$ cat src/rtl/ecl_ram_ctl.sv
// Initiator-side sequencer for a word-wide bank of 128x1 ECL RAM chips.
// Turns a req/ack handshake into setup, write-pulse, hold and read-access timing, with optional zero fill.
module ecl_ram_ctl #(
  parameter int unsigned WIDTH          = 36,
  parameter int unsigned WP_CYCLES      = 2,
  parameter int unsigned RD_CYCLES      = 2,
  parameter bit          CLEAR_ON_RESET = 1'b1,
  localparam int unsigned AW            = 7
) (
  input  logic             clk,
  input  logic             reset,
  input  logic             req,
  input  logic             we,
  input  logic [AW-1:0]    addr,
  input  logic [WIDTH-1:0] wdata,
  output logic             busy,
  output logic             ack,
  output logic [WIDTH-1:0] rdata,
  output logic             clear_done,
  output logic [AW-1:0]    ram_a,
  output logic [WIDTH-1:0] ram_d,
  output logic             ram_nen,
  output logic             ram_nwrite,
  input  logic [WIDTH-1:0] ram_q
);

  localparam int unsigned CMAX = (WP_CYCLES > RD_CYCLES) ? WP_CYCLES : RD_CYCLES;
  localparam int unsigned CW   = (CMAX > 1) ? $clog2(CMAX) : 1;

  localparam logic [CW-1:0] WP_LAST   = CW'(WP_CYCLES - 1);
  localparam logic [CW-1:0] RD_LAST   = CW'(RD_CYCLES - 1);
  localparam logic [AW-1:0] ADDR_LAST = '1;

  typedef enum logic [3:0] {
    CLEAR_SETUP,
    CLEAR_PULSE,
    CLEAR_HOLD,
    IDLE,
    SETUP,
    W_PULSE,
    W_HOLD,
    R_ACCESS,
    R_END
  } state_t;

  state_t            state, state_nx;
  logic [CW-1:0]     cnt, cnt_nx;
  logic              we_q, we_nx;
  logic [AW-1:0]     a_nx;
  logic [WIDTH-1:0]  d_nx;
  logic [WIDTH-1:0]  rdata_nx;
  logic              done_nx;
  logic              busy_nx;
  logic              ack_nx;
  logic              nen_nx;
  logic              nwrite_nx;

  // State and all output registers; outputs are loaded with the values of the state being entered.
  always_ff @(posedge clk) begin
    if (reset) begin
      state      <= CLEAR_ON_RESET ? CLEAR_SETUP : IDLE;
      cnt        <= '0;
      we_q       <= 1'b0;
      ram_a      <= '0;
      ram_d      <= '0;
      rdata      <= '0;
      clear_done <= !CLEAR_ON_RESET;
      busy       <= CLEAR_ON_RESET;
      ack        <= 1'b0;
      ram_nen    <= 1'b1;
      ram_nwrite <= 1'b1;
    end else begin
      state      <= state_nx;
      cnt        <= cnt_nx;
      we_q       <= we_nx;
      ram_a      <= a_nx;
      ram_d      <= d_nx;
      rdata      <= rdata_nx;
      clear_done <= done_nx;
      busy       <= busy_nx;
      ack        <= ack_nx;
      ram_nen    <= nen_nx;
      ram_nwrite <= nwrite_nx;
    end
  end

  // Next-state sequencing plus the strobe pattern that belongs to the next state.
  always_comb begin
    state_nx  = state;
    cnt_nx    = cnt;
    we_nx     = we_q;
    a_nx      = ram_a;
    d_nx      = ram_d;
    rdata_nx  = rdata;
    done_nx   = clear_done;
    busy_nx   = 1'b1;
    ack_nx    = 1'b0;
    nen_nx    = 1'b1;
    nwrite_nx = 1'b1;

    unique case (state)
      CLEAR_SETUP: begin
        cnt_nx   = '0;
        state_nx = CLEAR_PULSE;
      end
      CLEAR_PULSE: begin
        if (cnt == WP_LAST) begin
          state_nx = CLEAR_HOLD;
        end else begin
          cnt_nx = cnt + CW'(1);
        end
      end
      CLEAR_HOLD: begin
        if (ram_a == ADDR_LAST) begin
          state_nx = IDLE;
          done_nx  = 1'b1;
        end else begin
          a_nx     = ram_a + AW'(1);
          d_nx     = '0;
          state_nx = CLEAR_SETUP;
        end
      end
      IDLE: begin
        if (req) begin
          a_nx     = addr;
          d_nx     = wdata;
          we_nx    = we;
          state_nx = SETUP;
        end
      end
      SETUP: begin
        cnt_nx   = '0;
        state_nx = we_q ? W_PULSE : R_ACCESS;
      end
      W_PULSE: begin
        if (cnt == WP_LAST) begin
          state_nx = W_HOLD;
        end else begin
          cnt_nx = cnt + CW'(1);
        end
      end
      W_HOLD: begin
        state_nx = IDLE;
      end
      R_ACCESS: begin
        if (cnt == RD_LAST) begin
          rdata_nx = ram_q;
          state_nx = R_END;
        end else begin
          cnt_nx = cnt + CW'(1);
        end
      end
      R_END: begin
        state_nx = IDLE;
      end
      default: begin
        state_nx = IDLE;
      end
    endcase

    unique case (state_nx)
      CLEAR_PULSE, W_PULSE: begin
        nen_nx    = 1'b0;
        nwrite_nx = 1'b0;
      end
      R_ACCESS: begin
        nen_nx = 1'b0;
      end
      W_HOLD, R_END: begin
        ack_nx = 1'b1;
      end
      IDLE: begin
        busy_nx = 1'b0;
      end
      default: begin
        busy_nx = 1'b1;
      end
    endcase
  end

endmodule

$ cat config.mk
export PLATFORM = sky130hd
export DESIGN_NAME = ecl_ram_ctl
export DESIGN_NICKNAME = d
export VERILOG_FILES = /design/src/rtl/ecl_ram_ctl.sv
export SDC_FILE = /design/constraint.sdc
export NUM_CORES = 1
export LEC_CHECK = 0
export ABC_AREA = 1
export ABC_CLOCK_PERIOD_IN_PS = 2300
export CORE_MARGIN = 2
export CORE_UTILIZATION = 41
export CTS_CLUSTER_DIAMETER = 120
export CTS_CLUSTER_SIZE = 30
export DETAILED_ROUTE_END_ITERATION = 6
export HOLD_SLACK_MARGIN = 0.1
export PLACE_DENSITY = 0.82
export SLEW_MARGIN = 20
export SYNTH_ARGS = -nofsm -noshare
export SYNTH_HDL_FRONTEND = slang
export SYNTH_SLANG_ARGS = --single-unit
$ cat constraint.sdc
create_clock -name clk -period 2.3 [get_ports clk]
set_clock_uncertainty 0.2 [all_clocks]
set_input_delay 0.23 -clock clk [delete_from_list [all_inputs] [get_ports clk]]
set_output_delay 0.23 -clock clk [all_outputs]
set_load 0.005 [all_outputs]
==> results.sh <==
export IMPL_cts_root_buf="clkbuf_8"
export IMPL_grt_first_pass_wirelength_um=15800
export IMPL_p_leak_nw=2.08
export IMPL_layout_commonest_cell="clkdlybuf4s50_1"
export IMPL_maxSlewViolCount=0
export IMPL_synth_edf_count=0
export IMPL_holdBufCountCts=0
export IMPL_fin_area_mm2=0.00548
export IMPL_worstSetupPathType="flip-flop to flip-flop"
export IMPL_cp_data_required_time_ns=2.39
export IMPL_peakVddDrop_mv=0.317
export IMPL_core_area_mm2=0.00830
export IMPL_setup_tns_ns=0
export IMPL_fmax_mhz=510
export IMPL_cts_tree="built"
export IMPL_dr_pass1_iters=4
export IMPL_reg2reg_to="ram_a[2]"
export IMPL_yosysSeqAreaShare=0.509
export IMPL_num_vias=3595
export IMPL_r2r_cells=9
export IMPL_hold_class="flip-flop to flip-flop"
export IMPL_gp_congestion=0.810
export IMPL_synth_avg_cell_area_um2=7.67
export IMPL_rsz0062_at_grt="no"
export IMPL_cap_violations=0
export IMPL_yosys_warnings=0
export IMPL_final_nets=700
export IMPL_path_max_fanout=42
export IMPL_worst_pin_slew_ns=0.436
export IMPL_htreeDepth=3
export IMPL_dp_slack_ns=0.351
export IMPL_hold_depth=2
export IMPL_cts_sinks=90
export IMPL_fillerInstances=683
export IMPL_grt_usage=0.202
export IMPL_fin_crit_ns=1.96
export IMPL_postLayoutSetupSlackWorst_ns=0.338
export IMPL_critical_path_startpoint="state[1]"
export IMPL_postCtsSetupBuffers=0
export IMPL_arrival_ns=2.05
export IMPL_max_slew_margin=0.710
export IMPL_antenna_found_initial=0
export IMPL_drtIter0Drc=107
export IMPL_timing_rr_start="state[1]"
export IMPL_cts_repair_resized=0
export IMPL_numPortBuffers=166
export IMPL_die_area_mm2=0.00940
export IMPL_finalHoldViolations=0
export IMPL_dpl_cell_area_mm2=0.00526
export IMPL_overflow=0
export IMPL_drc_errors=0
export IMPL_synth_cell_types=23
export IMPL_netlist_instances=462
export IMPL_synthToLayoutAreaGrowth_pct=54.6
export IMPL_r2r_setup_slack_ns=0.34
export IMPL_grt_pass1_vias=3440
export IMPL_initial_utilization=0.427
export IMPL_cp_start_kind="flip-flop"
export IMPL_final_cell_mix="166 x clkdlybuf4s50_1, 90 x dfxtp_1, 77 x a21oi_1"
export IMPL_setup_viol=0
export IMPL_syn_nets=546
export IMPL_synth_ff_type="dfxtp_1"
export IMPL_grt_max_degree=74
export IMPL_routedWlPerCell_um=13.2
export IMPL_die_width_um=97.0
export IMPL_crit_path_end_kind="flip-flop"
export IMPL_antenna_cells=0
export IMPL_hpwl_um=6810
export IMPL_clock_path_buffers=2
export IMPL_clock_latency_ns=0.35
export IMPL_status="finished, final reports clean"
export IMPL_drive_gt1_frac=0.0564
export IMPL_synth_cell_area_mm2=0.00354
export IMPL_via_per_inst=4.95
export IMPL_fin_util=0.660
export IMPL_wl_um=9610
export IMPL_timing_final_crit_share=0.853
export IMPL_io_pins=167
export IMPL_row_count=33
export IMPL_ys_ff_latch=90
export IMPL_cts_buffers=9
export IMPL_async_flop_share=0
export IMPL_path_clk_slew_ns=0.08
export IMPL_p_per_area_mw_per_mm2=580
export IMPL_die_height_um=97.0
export IMPL_drtAntennaViolNets=0
export IMPL_crit_path_end="ram_a[2]"
[critical path, cell delays in order, from the launching register on]
cell and delay [ns]:
dfxtp_1 0.42, nand2_1 0.11, clkinv_2 0.09, nand2_2 0.16, clkinv_2 0.11, buf_4 0.38, nor2_1 0.07, o21ai_0 0.17
nand2_1 0.07, a21oi_1 0.11
[metal layers]
layer	GRT usage	wire length (um)	vias to the layer above
li1	-	-	1809
met1	0.239	4020	1622
met3	0.0845	1030	10
met4	0.0650	125	0
met2	0.332	4440	154
met5	0	0	-
[logic make-up (layout without fill, tap and decap cells)]
logic type	Yosys count	after routing	synth area share
compound gates	165	165	0.238
xor+xnor	1	1	0.00247
fa+ha+maj	1	1	0.00353
buf+inv	85	244	0.106
flops	90	90	0.509
mux	1	1	0.00283
simple gates	119	119	0.138
[state kept, by name, indices dropped and copies added, names as in the netlist]
register and count:
ack 1, busy 1, clear_done 1, cnt 1, ram_a 7, ram_d 36, ram_nen 1, ram_nwrite 1
rdata 36, state 4, we_q 1
[worst min-delay path by stage]
stage,start,endpoint,slack [ns]
2_1_floorplan,reset,ack,0.1
3_3_place_gp,rdata[2],rdata[2],0.23
3_5_place_dp,rdata[0],rdata[0],0.24
4_1_cts,rdata[0],rdata[0],0.25
5_1_grt,rdata[14],rdata[14],0.27
6_report,rdata[4],rdata[4],0.25
[report_power, final]
group          switching, W  internal, W
Clock              0.000536     0.000616
Combinational      0.000149     0.000243
Sequential        0.0000292      0.00160
Total              0.000714      0.00246
[cells in the mapped netlist (5+ instances only)]
cell,n,area share
nand3_1,11,0.016
buf_2,7,0.0099
nand2_1,37,0.039
o21ai_1,8,0.011
clkbuf_1,17,0.018
dfxtp_1,90,0.51
nor2_1,64,0.068
a21oi_1,77,0.11
o21ai_0,75,0.11
buf_6,6,0.019
a21oi_2,5,0.012
inv_1,50,0.053
[metrics by stage]
| step | total power [W] | instances | hold WS [ns] |
|---|---|---|---|
| after global routing | 0.00332 | 726 | 0.267 |
| final | 0.00318 | 726 | 0.248 |
| after CTS | 0.00321 | 726 | 0.249 |
| after detailed placement | 0.00206 | 710 | 0.237 |
| after global placement | 0.00205 | 710 | 0.230 |
| after floorplan | 0.00180 | 462 | 0.0991 |
[layout make-up]
| type | count | area, um2 | share of cell area |
|---|---|---|---|
| Clock buffer | 12 | 135 | 0.0247 |
| Clock inverter | 4 | 76.3 | 0.0139 |
| Inverter | 55 | 209 | 0.0382 |
| Multi-Input combinational cell | 287 | 1370 | 0.250 |
| Sequential cell | 90 | 1800 | 0.329 |
| Tap cell | 105 | 131 | 0.0240 |
| Timing Repair Buffer | 173 | 1750 | 0.320 |
No activity file was read; power rests on OpenSTA's default activity.
